[src/rtl/cloud_pkg.sv]
// -----------------------------------------------------------------------------
// cloud_pkg
// Shared types and constants for the cloud subsystem: the spawner state
// encoding, playfield/cloud geometry and the pseudo-random ranges used when a
// new cloud is launched.
// No ports (package).
// -----------------------------------------------------------------------------
package cloud_pkg;

    typedef enum logic [1:0] {
        IDLE,
        EVAL,
        PENDING,
        CRASHED
    } spawner_state_t;

    localparam int          CLOUD_WIDTH = 46;
    localparam int          GAME_WIDTH  = 640;
    localparam int          LEVEL_RANGE = 42;
    localparam int          GAP_RANGE   = 301;
    localparam int          POS_WIDTH   = 11;
    localparam logic [15:0] LFSR_TAPS   = 16'hB400;

endpackage

[src/rtl/lfsr16.sv]
// -----------------------------------------------------------------------------
// lfsr16
// 16-bit right-shifting Galois LFSR. Advances one step on each cycle where
// 'step' is high; returns to SEED on reset.
// Ports:
//   clk   - clock, rising edge
//   rst   - asynchronous reset, active low
//   step  - advance by one step this cycle
//   value - current LFSR contents
// -----------------------------------------------------------------------------
module lfsr16
    import cloud_pkg::*;
#(
    parameter logic [15:0] SEED = 16'hACE1
) (
    input  logic        clk,
    input  logic        rst,
    input  logic        step,
    output logic [15:0] value
);

    // When the bit shifted out is 1, the tap mask is folded back in.
    always_ff @(posedge clk or negedge rst) begin
        if (!rst) begin
            value <= SEED;
        end else if (step) begin
            value <= value[0] ? ((value >> 1) ^ LFSR_TAPS) : (value >> 1);
        end
    end

endmodule

[src/rtl/cloud_spawner.sv]
// -----------------------------------------------------------------------------
// cloud_spawner
// Decides when and into which slot a new cloud is launched. The cloud
// instances live outside; this block only tracks which slots are busy,
// requests a start on one free slot and broadcasts the random sky level and
// gap offsets that the started cloud latches.
// Ports:
//   clk, rst      - clock; asynchronous active-low reset
//   update        - one-cycle per-frame pulse
//   start, crash  - game status levels
//   slot_remove   - per-slot "cloud left the screen" flags
//   slot_x_pos    - per-slot signed x position, 11 bits each
//   slot_gap      - per-slot gap, 11 bits each
//   slot_start    - per-slot start request (one-hot or zero)
//   level_rand    - sky level offset, 0..41
//   gap_rand      - gap offset, 0..300
//   active_count  - number of busy slots (registered)
// -----------------------------------------------------------------------------
module cloud_spawner
    import cloud_pkg::*;
#(
    parameter int          NUM_CLOUDS = 6,
    parameter logic [15:0] LFSR_SEED  = 16'hACE1
) (
    input  logic                            clk,
    input  logic                            rst,
    input  logic                            update,
    input  logic                            start,
    input  logic                            crash,
    input  logic [NUM_CLOUDS-1:0]           slot_remove,
    input  logic [NUM_CLOUDS*POS_WIDTH-1:0] slot_x_pos,
    input  logic [NUM_CLOUDS*POS_WIDTH-1:0] slot_gap,
    output logic [NUM_CLOUDS-1:0]           slot_start,
    output logic [9:0]                      level_rand,
    output logic [10:0]                     gap_rand,
    output logic [3:0]                      active_count
);

    localparam int IDX_W = (NUM_CLOUDS > 1) ? $clog2(NUM_CLOUDS) : 1;
    localparam logic signed [12:0] CLOUD_W13 = 13'(CLOUD_WIDTH);
    localparam logic signed [12:0] GAME_W13  = 13'(GAME_WIDTH);

    spawner_state_t          state, state_next;
    logic [NUM_CLOUDS-1:0]   busy;
    logic [NUM_CLOUDS-1:0]   consume_mask;
    logic [IDX_W-1:0]        last, pend_slot, free_slot;
    logic                    free_any;
    logic                    load_pending;
    logic                    consume;
    logic                    spawn_ok;
    logic [15:0]             lfsr;
    logic [POS_WIDTH-1:0]    x_raw, gap_raw;
    logic signed [12:0]      x_last, gap_last, reach;
    logic [3:0]              busy_count;

    lfsr16 #(.SEED(LFSR_SEED)) u_lfsr (
        .clk   (clk),
        .rst   (rst),
        .step  (update),
        .value (lfsr)
    );

    // Geometry of the most recently launched cloud. x is sign-extended and
    // the gap zero-extended into 13 bits so off-screen (negative) positions
    // compare correctly instead of wrapping to large values.
    assign x_raw    = slot_x_pos[int'(last)*POS_WIDTH +: POS_WIDTH];
    assign gap_raw  = slot_gap[int'(last)*POS_WIDTH +: POS_WIDTH];
    assign x_last   = {{2{x_raw[POS_WIDTH-1]}}, x_raw};
    assign gap_last = {2'b00, gap_raw};
    assign reach    = x_last + CLOUD_W13 + gap_last;

    // Lowest-index free slot: scanning downward lets the lowest index win.
    always_comb begin
        free_any  = 1'b0;
        free_slot = '0;
        for (int i = NUM_CLOUDS - 1; i >= 0; i--) begin
            if (!busy[i]) begin
                free_any  = 1'b1;
                free_slot = IDX_W'(i);
            end
        end
    end

    // An empty sky always spawns; otherwise the last cloud must have moved
    // far enough left and the LFSR must agree.
    assign spawn_ok = free_any && ((busy == '0) || ((reach < GAME_W13) && lfsr[0]));

    always_comb begin
        busy_count = '0;
        for (int i = 0; i < NUM_CLOUDS; i++) begin
            busy_count = busy_count + 4'(busy[i]);
        end
    end

    // Next-state logic. The very first cloud skips EVAL so its request
    // appears the cycle right after the update. Crash overrides everything.
    always_comb begin
        state_next   = state;
        load_pending = 1'b0;
        consume      = 1'b0;
        case (state)
            IDLE: begin
                if (update && start) begin
                    if (busy == '0) begin
                        state_next   = PENDING;
                        load_pending = 1'b1;
                    end else begin
                        state_next = EVAL;
                    end
                end
            end
            EVAL: begin
                if (spawn_ok) begin
                    state_next   = PENDING;
                    load_pending = 1'b1;
                end else begin
                    state_next = IDLE;
                end
            end
            PENDING: begin
                if (update) begin
                    consume    = 1'b1;
                    state_next = IDLE;
                end
            end
            CRASHED: state_next = CRASHED;
            default: state_next = IDLE;
        endcase
        if (crash) begin
            state_next   = CRASHED;
            load_pending = 1'b0;
            consume      = 1'b0;
        end
    end

    // The request is decoded from the state register, so an async reset
    // drops it at once; crash masks it combinationally.
    always_comb begin
        slot_start = '0;
        if (state == PENDING && !crash) begin
            slot_start[pend_slot] = 1'b1;
        end
    end

    always_comb begin
        consume_mask = '0;
        if (consume) begin
            consume_mask[pend_slot] = 1'b1;
        end
    end

    // State, slot bookkeeping and the latched random offsets. A consume
    // sets its busy bit even if the same slot reports remove that cycle.
    always_ff @(posedge clk or negedge rst) begin
        if (!rst) begin
            state        <= IDLE;
            busy         <= '0;
            last         <= '0;
            pend_slot    <= '0;
            level_rand   <= '0;
            gap_rand     <= '0;
            active_count <= '0;
        end else begin
            state        <= state_next;
            busy         <= (busy & ~slot_remove) | consume_mask;
            active_count <= busy_count;
            if (consume) begin
                last <= pend_slot;
            end
            if (load_pending) begin
                pend_slot  <= free_slot;
                level_rand <= 10'(lfsr % 16'(LEVEL_RANGE));
                gap_rand   <= 11'((lfsr >> 6) % 16'(GAP_RANGE));
            end
        end
    end

endmodule

[config.mk]
export PLATFORM = sky130hd
export DESIGN_NAME = cloud_spawner
export DESIGN_NICKNAME = d
export VERILOG_FILES = /design/src/rtl/cloud_pkg.sv /design/src/rtl/lfsr16.sv /design/src/rtl/cloud_spawner.sv
export SDC_FILE = /design/constraint.sdc
export NUM_CORES = 1
export LEC_CHECK = 0
export CELL_PAD_IN_SITES_DETAIL_PLACEMENT = 1
export CELL_PAD_IN_SITES_GLOBAL_PLACEMENT = 2
export CORE_ASPECT_RATIO = 1.75
export CORE_MARGIN = 3
export CORE_UTILIZATION = 30
export CTS_CLUSTER_SIZE = 12
export DETAILED_ROUTE_END_ITERATION = 6
export GPL_ROUTABILITY_DRIVEN = 0
export PLACE_DENSITY = 0.81
export SLEW_MARGIN = 20
export SYNTH_ARGS = -nofsm -noshare
export SYNTH_HDL_FRONTEND = slang
export SYNTH_HIERARCHICAL = 1
export SYNTH_SLANG_ARGS = --single-unit
[constraint.sdc]
create_clock -name clk -period 10.58 [get_ports clk]
set_clock_uncertainty 0.2 [all_clocks]
set_input_delay 2.116 -clock clk [delete_from_list [all_inputs] [get_ports clk]]
set_output_delay 2.116 -clock clk [all_outputs]
set_load 0.02 [all_outputs]
# Word-level counts from Yosys, hierarchy flattened
# Cells that the tools add are included.
# totals
output_inout_bits	31
inputBits	143
reg_bits	55
elab_cells	73
# op_classes
multipliers	1
n_lt_le_gt_ge	3
add_sub_neg	7
n_shift	2
n_eq_ne	5
bitwise_logic	4
muxes	31
reduce_logical	10
n_div	2
# op_table
op	n
66-bit by 8-bit indexed part select with 11-bit output	2
3-bit two-way mux	6
10-bit by 9-bit remainder unit with 16-bit output (second input constant)	1
16-bit by 6-bit remainder unit with 16-bit output (second input constant)	1
16-bit two-way mux	1
1-bit two-way mux	14
12-bit by 12-bit adder with 13-bit output	1
13-bit by 11-bit less-than comparator with 1-bit output (second input constant)	1
11-bit by 7-bit adder with 12-bit output (second input constant)	1
6-bit two-way mux	2
2-bit two-way mux	5
4-bit by 1-bit adder with 4-bit output	2
2-bit one-hot mux with 4 select lines	1
3-bit by 4-bit multiplier with 7-bit output (second input constant)	1
6-bit bitwise AND	1
6-bit zero test	1
3-bit inequality test (second input constant)	2
6-bit NOT	1
6-bit bitwise OR	1
1-bit logical AND	5
3-bit by 1-bit adder with 4-bit output	1
2-bit == test (second input constant)	2
3-bit by 4-bit less-than comparator with 1-bit output (second input constant)	1
3-bit NOT with 4-bit output	1
other kinds (10)	10

# Logic depth before layout (Yosys ltp)
# logic_depth
ltp_word	11
depth_mapped	30

# Modules after synthesis
# The synthesis kept the hierarchy.
# by_module_without_submodules
module	area_per_inst_um2	seq_area_each_um2	cells_each	instances
cloud_spawner	6433.7	950.9	797	1
lfsr16	655.6	410.4	40	1

# Worst setup path after synthesis
# Ideal clock, no wire load.
# synth_path
path_type	register to register
from	reg u_lfsr.value[8]
to	reg level_rand[8]
period_less_slack_ns	7.802
arrival_ns	7.520
path_stages_with_launch	29
path_slack_ns	2.778
t_required_ns	10.298
setup_ns	0.082
cell_sequence	dfrtp_1 clkinv_1 ha_1 or4b_4 a21oi_2 mux2_4 a211oi_4 o31a_4 buf_6 xnor2_4 a221oi_1 a32oi_2 a21oi_2 buf_6 mux2_1 a211oi_1 mux2i_4 o21a_4 maj3_1 and2_1 o22ai_2 o21a_1 buf_6 mux2_4 a21boi_4 mux2i_2 o211ai_4 or3_1 a31oi_1
# synth_between
elab_chain_len	1
# synth_rtl
element	line_no	rtl
from (decl)	lfsr16.sv:19	output logic [15:0] value
from (signal assigned)	lfsr16.sv:27	value <= value[0] ? ((value >> 1) ^ LFSR_TAPS) : (value >> 1);
16-bit by 6-bit remainder unit with 16-bit output	cloud_spawner.sv:172	level_rand <= 10'(lfsr % 16'(LEVEL_RANGE));
to (signal assigned)	cloud_spawner.sv:172	
to (decl)	cloud_spawner.sv:34	output logic [9:0] level_rand,
# Every way passes these cells.
# A chain may end at the register's enable or synchronous reset.

# Worst setup path in the final report
# Ends and elaborated chain as after synthesis.

==> impl_metrics.env <==
export IMPL_drt_iter0_drc=256
export IMPL_tightest_slew_ps=918
export IMPL_critPathCaptureType="register"
export IMPL_crit_arrival_ps=9590
export IMPL_clkSinkCount=54
export IMPL_avgSynthCellArea_sq_um=8.47
export IMPL_io_pins=174
export IMPL_syn_cell_area_sq_mm=0.00709
export IMPL_nets=1146
export IMPL_grt_max_degree=55
export IMPL_clock_path_buffers=2
export IMPL_worstSkewPairLatency_ps=310
export IMPL_seq_area_sq_mm=0.00136
export IMPL_final_hold_viol_count=0
export IMPL_yosysMostFrequentCell="nand2_1"
export IMPL_ys_ff_latch=54
export IMPL_vias=6982
export IMPL_synth_area_top_cells="dfrtp_1, mux4_2, mux2i_1"
export IMPL_worstSetupPathType="reg -> reg"
export IMPL_rows=73
export IMPL_synthFlopType="dfrtp_1"
export IMPL_slew_headroom=0.380
export IMPL_n_antenna_cell=0
export IMPL_core_area_sq_mm=0.0230
export IMPL_drc=0
export IMPL_cts_buffers_inserted=5
export IMPL_fin_crit_sh=0.904
export IMPL_fin_tns_setup_ps=0
export IMPL_ys_seq_area_frac=0.192
export IMPL_startpoint_type="register"
export IMPL_hold_path_class="reg -> reg"
export IMPL_rsz0062_at_grt="no"
export IMPL_worst_ep_required_time_ps=10600
export IMPL_synth_top_cell_area_share=0.162
export IMPL_start_util=0.308
export IMPL_drv_slew=0
export IMPL_synth_commonest_cells="nand2_1, nor2_1, o21ai_0"
export IMPL_outcome="finished, final reports clean"
export IMPL_cts_clk_slew_worst_paths_ps=80
export IMPL_synth_edff_count=0
export IMPL_multiInputGateArea_sq_mm=0.00531
export IMPL_async_reset_ff_frac=1.00
export IMPL_grt_pass1_vias=7415
export IMPL_cts_repair_resize_count=0
export IMPL_setup_viol=0
export IMPL_syn_nets=1010
export IMPL_overflow=0
export IMPL_firstDrtPassIters=6
export IMPL_antenna_found_initial=0
export IMPL_dpl_hpwl_um=20700
export IMPL_finalHoldWorstSlack_ps=281
export IMPL_cts_post_setup_buffers_inserted=0
export IMPL_layout_drive_gt1_share=0.121
export IMPL_htreeDepth=2
export IMPL_synth_top_area_cell="dfrtp_1"
export IMPL_syn2layout_area_growth_pct=28.5
export IMPL_cts_root_buf="clkbuf_16"
export IMPL_path_max_fanout=15
export IMPL_synthCells=837
export IMPL_wl_per_cell_um=19.6
export IMPL_postRouteAntennaNets=0
export IMPL_max_cap_viol_count=0
export IMPL_wirelength_um=25000
export IMPL_grt_pass1_wl_um=39100
export IMPL_ys_warn_count=6
export IMPL_grt_use_total=0.190
export IMPL_fmax_ghz=0.105
export IMPL_min_period_ps=9570
export IMPL_cts_hold_buf=0
export IMPL_dieHeight_um=209
export IMPL_chipWidth_um=122
export IMPL_fillCellCount=2720
export IMPL_die_area_sq_mm=0.0256
export IMPL_vias_per_cell=5.48
export IMPL_port_buffers=172
export IMPL_synth_cell_type_count=108
export IMPL_cts_tree="done"
-- cells in the final DEF (no fill, tap or decap), drive strengths merged, types with 10 or more instances in the layout --
master,instances
o21a,10
xnor2,40
a211oi,14
inv,36
o31ai,10
o21ai,59
a31oi,10
a21oi,41
nor2b,11
dfrtp,46
o2111ai,11
mux4,20
mux2,28
nor3,28
nor2,76
o211ai,13
nand3,23
nand2,84
o22ai,11
ha,27
clkdlybuf4s50,171
mux2i,41
-- metal layers --
metal / vias to the layer above / global-route usage / wire [um]
met5: - / 0 / 0
met4: 0 / 0.0615 / 659
met3: 25 / 0.0291 / 1500
met2: 191 / 0.397 / 14100
met1: 3386 / 0.179 / 8740
li1: 3380 / - / -
-- final cells by class --
type	count	share of cell area
Tap cell	300	0.0412
Sequential cell	54	0.150
Clock buffer	5	0.0137
Clock inverter	3	0.00316
Multi-Input combinational cell	696	0.583
Timing Repair Buffer	178	0.193
Inverter	38	0.0157
-- kinds of logic (layout without fill, tap and decap cells) --
family | count (synthesis) | count (layout) | share of synthesized area
adder cells (fa/ha/maj) | 37 | 37 | 0.0665
multiplexers | 89 | 89 | 0.173
buffers and inverters | 87 | 224 | 0.0589
XOR/XNOR | 45 | 45 | 0.0625
AO/OA/AOI/OAI | 245 | 245 | 0.256
flip-flops | 54 | 54 | 0.192
AND/OR/NAND/NOR | 279 | 279 | 0.190
other | 1 | 1 | 0.000529
-- critical path: stages (launching register included) --
cell,delay (ps)
dfrtp_1,700
clkinv_1,460
ha_1,380
or4b_4,530
a21oi_2,200
mux2_4,340
a211oi_4,450
o31a_4,350
mux2_4,330
nor3_1,280
xnor2_1,250
a21oi_2,250
maj3_2,390
a221o_1,360
mux2i_2,600
a21boi_1,250
o21ai_1,120
a21oi_4,310
mux2i_2,460
o21a_1,370
mux2_4,390
a21boi_4,280
mux2i_2,480
o211ai_4,180
or3_1,370
a31oi_1,170
-- path summary, 6_finish.rpt --
kind                                  from               to  slack, ps  cells after the start
min reg2reg                    gap_rand[6]      gap_rand[6]        280                      2
max                        u_lfsr/value[8]    level_rand[8]       1010                     25
min in group asynchronous              rst  active_count[2]       1720                      2
max in group asynchronous              rst          last[0]       7960                      2
min                            gap_rand[6]      gap_rand[6]        280                      2
max reg2reg                u_lfsr/value[8]    level_rand[8]       1010                     25
-- stage by stage --
step / area [sq um] / instances / util / setup slack, ps
floorplan: 7090 / 837 / - / 2780
global placement: 8950 / 1266 / 0.389 / 1120
detailed placement: 8950 / 1266 / 0.389 / 831
CTS: 9110 / 1274 / 0.396 / 769
global route: 9110 / 1274 / 0.396 / 358
finish: 9110 / 1274 / 0.396 / 1010
-- flip-flops by register name, summed over array words and instances (netlist names) --
register / flops
busy: 6
active_count: 3
pend_slot: 3
gap_rand: 11
last: 3
level_rand: 10
state: 2
u_lfsr/value: 16
Power is left out: the tool's default activity adds up to more than one toggle a clock period on the data nets, which glitch-free logic cannot reach.
